[config.mk]
export PLATFORM = sky130hd
export DESIGN_NAME = nvme_cq_tracker
export DESIGN_NICKNAME = d
export VERILOG_FILES = /design/src/rtl/nvme_cq_tracker.sv
export SDC_FILE = /design/constraint.sdc
export NUM_CORES = 1
export LEC_CHECK = 0
export ABC_AREA = 0
export CELL_PAD_IN_SITES_DETAIL_PLACEMENT = 0
export CELL_PAD_IN_SITES_GLOBAL_PLACEMENT = 1
export CORE_MARGIN = 2
export CORE_UTILIZATION = 47
export DETAILED_ROUTE_END_ITERATION = 12
export DONT_BUFFER_PORTS = 1
export HOLD_SLACK_MARGIN = 0.1
export PLACE_DENSITY = 0.87
export SYNTH_ARGS = -nofsm -noshare
export SYNTH_HDL_FRONTEND = slang
export SYNTH_SLANG_ARGS = --single-unit
export TNS_END_PERCENT = 30
[constraint.sdc]
create_clock -name ACLK -period 5.3 [get_ports ACLK]
set_input_delay 1.06 -clock ACLK [delete_from_list [all_inputs] [get_ports ACLK]]
set_output_delay 1.06 -clock ACLK [all_outputs]
set_load 0.02 [all_outputs]
[src/rtl/nvme_cq_tracker.sv]
// nvme_cq_tracker
//   Polls the NVMe completion queue one slot at a time, tells new entries
//   from stale ones with the phase bit, hands each new completion to the
//   command scheduler and rings the CQ head doorbell in batches.
//
// Ports
//   ACLK, ARESET       clock, synchronous active-high reset
//   enable             polling enable (sampled only at decision points)
//   fetch_req_*        slot read request to the CQ read engine
//   fetch_slot         slot to read, always the current head
//   cqe_*              fetched 128-bit entry from the read engine
//   cpl_*              completion to the scheduler (cid, status, error flag)
//   sq_head            SQ head pointer from the last new entry
//   db_*               CQ head doorbell write
//   dbg_state          current FSM state, for observation only
//
// Handshakes: a transfer happens on a rising edge where valid and ready are
// both high. A valid, once raised, holds itself and its payload steady until
// that edge; ready never depends on valid combinationally.

module nvme_cq_tracker #(
    parameter int QDEPTH   = 64,
    parameter int DB_BATCH = 8,
    parameter int POLL_GAP = 16
) (
    input  logic                      ACLK,
    input  logic                      ARESET,
    input  logic                      enable,
    output logic                      fetch_req_valid,
    input  logic                      fetch_req_ready,
    output logic [$clog2(QDEPTH)-1:0] fetch_slot,
    input  logic                      cqe_valid,
    output logic                      cqe_ready,
    input  logic [127:0]              cqe_data,
    output logic                      cpl_valid,
    input  logic                      cpl_ready,
    output logic [15:0]               cpl_cid,
    output logic [14:0]               cpl_status,
    output logic                      cpl_err,
    output logic [15:0]               sq_head,
    output logic                      db_valid,
    input  logic                      db_ready,
    output logic [$clog2(QDEPTH)-1:0] db_head,
    output logic [2:0]                dbg_state
);

    localparam int AW = $clog2(QDEPTH);
    localparam int PW = $clog2(DB_BATCH + 1);
    localparam int GW = $clog2(POLL_GAP + 1);

    typedef enum logic [2:0] {
        S_IDLE    = 3'd0,
        S_REQ     = 3'd1,
        S_WAIT    = 3'd2,
        S_CHECK   = 3'd3,
        S_EMIT    = 3'd4,
        S_DB      = 3'd5,
        S_BACKOFF = 3'd6
    } state_t;

    state_t        state, state_n;
    logic [AW-1:0] head, head_n, head_inc;
    logic          phase, phase_n;
    logic [PW-1:0] pending, pending_n, pend_inc;
    logic [GW-1:0] gap_cnt;
    logic          from_stale, from_stale_n;
    logic [31:0]   dw3_q;
    logic [15:0]   dw2_q;
    logic          is_new;
    logic          unused_cqe;

    // Only DW2[15:0] and DW3 carry information this block needs.
    assign unused_cqe = ^{cqe_data[95:80], cqe_data[63:0]};

    assign head_inc  = head + 1'b1;
    assign pend_inc  = pending + 1'b1;
    assign is_new    = (dw3_q[16] == phase);
    assign dbg_state = state;

    always_comb begin
        state_n      = state;
        head_n       = head;
        phase_n      = phase;
        pending_n    = pending;
        from_stale_n = from_stale;
        case (state)
            S_IDLE: begin
                if (enable) begin
                    state_n = S_REQ;
                end else if (pending != '0) begin
                    state_n      = S_DB;
                    from_stale_n = 1'b0;
                end
            end
            S_REQ:   if (fetch_req_ready) state_n = S_WAIT;
            S_WAIT:  if (cqe_valid) state_n = S_CHECK;
            S_CHECK: begin
                if (is_new) begin
                    state_n = S_EMIT;
                end else if (pending != '0) begin
                    // Flush what we owe before backing off on an empty queue.
                    state_n      = S_DB;
                    from_stale_n = 1'b1;
                end else begin
                    state_n = S_BACKOFF;
                end
            end
            S_EMIT: begin
                if (cpl_ready) begin
                    head_n       = head_inc;
                    pending_n    = pend_inc;
                    from_stale_n = 1'b0;
                    if (head == AW'(QDEPTH - 1)) phase_n = ~phase;
                    // pending is at least 1 after consuming, so a disabled
                    // tracker always flushes before going idle.
                    if (pend_inc == PW'(DB_BATCH)) state_n = S_DB;
                    else if (!enable)              state_n = S_DB;
                    else                           state_n = S_REQ;
                end
            end
            S_DB: begin
                if (db_ready) begin
                    pending_n = '0;
                    if (from_stale)  state_n = S_BACKOFF;
                    else if (enable) state_n = S_REQ;
                    else             state_n = S_IDLE;
                end
            end
            S_BACKOFF: begin
                if (gap_cnt == '0) state_n = enable ? S_REQ : S_IDLE;
            end
            default: state_n = S_IDLE;
        endcase
    end

    always_ff @(posedge ACLK) begin
        if (ARESET) begin
            state           <= S_IDLE;
            head            <= '0;
            phase           <= 1'b1;
            pending         <= '0;
            gap_cnt         <= '0;
            from_stale      <= 1'b0;
            dw3_q           <= '0;
            dw2_q           <= '0;
            fetch_req_valid <= 1'b0;
            cqe_ready       <= 1'b0;
            cpl_valid       <= 1'b0;
            db_valid        <= 1'b0;
            fetch_slot      <= '0;
            db_head         <= '0;
            cpl_cid         <= '0;
            cpl_status      <= '0;
            cpl_err         <= 1'b0;
            sq_head         <= '0;
        end else begin
            state      <= state_n;
            head       <= head_n;
            phase      <= phase_n;
            pending    <= pending_n;
            from_stale <= from_stale_n;

            // Outputs are decoded from the next state so they line up with
            // the state register on the same edge.
            fetch_req_valid <= (state_n == S_REQ);
            cqe_ready       <= (state_n == S_WAIT);
            cpl_valid       <= (state_n == S_EMIT);
            db_valid        <= (state_n == S_DB);
            fetch_slot      <= head_n;

            if (state_n == S_BACKOFF && state != S_BACKOFF)
                gap_cnt <= GW'(POLL_GAP - 1);
            else if (state == S_BACKOFF && gap_cnt != '0)
                gap_cnt <= gap_cnt - 1'b1;

            // Doorbell value is frozen when DB is entered.
            if (state_n == S_DB && state != S_DB)
                db_head <= head_n;

            if (state == S_WAIT && cqe_valid) begin
                dw3_q <= cqe_data[127:96];
                dw2_q <= cqe_data[79:64];
            end

            if (state == S_CHECK && is_new) begin
                cpl_cid    <= dw3_q[15:0];
                cpl_status <= dw3_q[31:17];
                cpl_err    <= (dw3_q[31:17] != 15'd0);
                sq_head    <= dw2_q;
            end
        end
    end

endmodule
==> results.toml <==
[run_status]
status = "complete, no violations"

[yosys]
syn-instance-count = 595
synthesis.area_sq_um = 4810
yosysSeqAreaShare = 0.524
synth_area_leaders = "dfxtp_1 52%, nand2_1 16%, a21oi_1 11%"
synth.top_cell.area_share = 0.524
synthTopCellsByCount = "211 x nand2_1, 126 x dfxtp_1, 107 x a21oi_1"
yosysMostFrequentCell = "nand2_1"
synthFlopType = "dfxtp_1"
synth_cell_type_count = 43
yosys_warnings = 0
synth.avg_cell_area_sq_um = 8.09
synth_edf_count = 0
syn-num-nets = 735
yosysTopAreaCell = "dfxtp_1"
yosys_register_bits = 126
synth-async-reset-ratio = 0

[die]
die_w_um = 105
row_count = 36
ios = 202
die_area_sq_um = 11100
initial_core_util = 0.488
die_h_um = 105
coreArea_sq_um = 9860

[timing]
fin_skew_ps = 7.94
rsz0062_at_grt = "false"
max_slew_margin = 0.292
finalSetupTns_ps = 0
fmax_mhz = 362
holdWs_ps = 445
setup_slack_ps = 2530
finalHoldViolations = 0
worstMarginPinSlew_ps = 1060
finalMaxSlewViolations = 0
fin_crit_sh = 0.522
fin_crit_ps = 2770
finalSetupViolCount = 0

[cts]
clock_latency_ps = 500
ctsResizeCount = 0
holdBufCountCts = 0
cts_buffer_depth = 2
root_buffer = "clkbuf_8"
cts_tree = "yes"
htreeDepth = 4
post_cts_buffers = 0
clk_pin_slew_worst_paths_ps = 60
cts_sinks = 126
cts_buffers = 17

[setup_path]
cp-startpoint = "dbg_state[1]"
path_class = "flop to flop"
cp-end-kind = "flop"
startpoint_type = "flop"
worst-path-max-fanout = 14
reg2reg_to = "db_head[4]"
reg2reg_depth = 5
r2r-start = "dbg_state[1]"
critPathArrivalTime_ps = 3150
cp-endpoint = "db_head[4]"
r2r_slack_ps = 2530
required_ps = 5680

[min_path]
hp-class = "flop to flop"
hold-path-cell-count = 2

[finish]
areaGrowthSynthToFinish_pct = 12.4
multi_input_area_sq_um = 2110
num_antenna_cells = 0
drive_above_1_share = 0.0832
final_nets = 716
seqCellArea_sq_um = 2520
fill_cells = 917

[global_routing]
grt_usage = 0.197
overflow = 0
grt_max_degree = 125
grt_pass1_vias = 3641
antenna_found_initial = 1
grt_pass1_wl_um = 17400

[detailed_routing]
wl_per_cell_um = 14.9
wl_met3_um = 659
top_layer_used = "met5"
wl_met2_um = 5350
drc = 0
wl_met1_um = 4670
ant_nets = 0
first_iter_violations = 179
vias_per_cell = 5.30
wl_um = 10800
firstDrtPassIters = 4
dr_total_vias = 3830

[placed_design]
gp_congestion = 0.784
portBuffers = 0
place_hpwl_um = 6710
post-place-ws_ps = 2450

[run]
maxCapViolations = 0

[pwr]
power_density_nw_per_um2 = 406
power.total_w = 0.00220
ir_drop_mv = 0.201
leakage_nw = 1.82
==> layout make-up <==
class	count	share of cell area
clock buffers	19	0.0816
inverters	8	0.00555
well taps	133	0.0307
flip-flops and latches	126	0.466
clock inverters	13	0.0257
repair buffers	1	0.00139
multi-input cells	422	0.389
==> worst min path at each step <==
stage | from | end
final | dw2_q[5] | sq_head[5]
after global routing | dw2_q[4] | dw2_q[4]
after CTS | dw3_q[13] | cpl_cid[13]
after detailed placement | dw2_q[2] | sq_head[2]
after global placement | dw2_q[0] | sq_head[0]
after floorplan | dw3_q[0] | cpl_cid[0]
==> kinds of logic after synthesis <==
logic type | count (synthesis) | synth area share
AND/OR/NAND/NOR | 276 | 0.244
flip-flops | 126 | 0.524
AO/OA/AOI/OAI | 125 | 0.139
buffers and inverters | 47 | 0.0413
adder cells (fa/ha/maj) | 5 | 0.0130
XOR/XNOR | 10 | 0.0198
multiplexers | 6 | 0.0187
==> power by group <==
part	switching (W)	internal [W]	total (W)
logic	0.0000553	0.0000361	0.0000915
clock network	0.000413	0.000694	0.00111
registers	0.0000300	0.000970	0.00100
==> state kept, by name (all words and copies together) (netlist names), 3 cells and up <==
register    count
pending         4
head            6
sq_head        16
gap_cnt         5
dw3_q          32
db_head         6
cpl_status     15
dw2_q          16
dbg_state       3
cpl_cid        16
==> worst max-delay path: stages, from the launching register on <==
cell     delay [ps]
dfxtp_1         730
nor2_1          230
a32oi_1         530
o221a_2         350
and4b_1         470
mux2_4          340
==> placed cells by master (no fill, tap or decap), types with 5 or more instances in the layout <==
master      Yosys  final
nand2_1       211    210
dfxtp_1       126    126
a21oi_1       107    107
nor2_1         19     19
clkbuf_16       0     16
nor2b_1        11     11
inv_1           8      8
xor2_1          7      7
o21ai_0         6      6
nor3_1          7      6
mux2_4          6      6
ha_1            5      5
clkinvlp_4      0      5
==> through the flow <==
step                      std cells  utilization  area [sq um]
after floorplan                 595            -          4810
after global placement          690        0.490          4830
after detailed placement        690        0.490          4830
after CTS                       722        0.549          5410
after global routing            722        0.549          5410
final                           722        0.549          5410
==> layer usage <==
layer	track usage	up-vias
li1	-	1930
met1	0.236	1801
met4	0.0629	2
met3	0.0804	6
met2	0.322	91
met5	0	-
No activity file was read; power rests on OpenSTA's default activity.
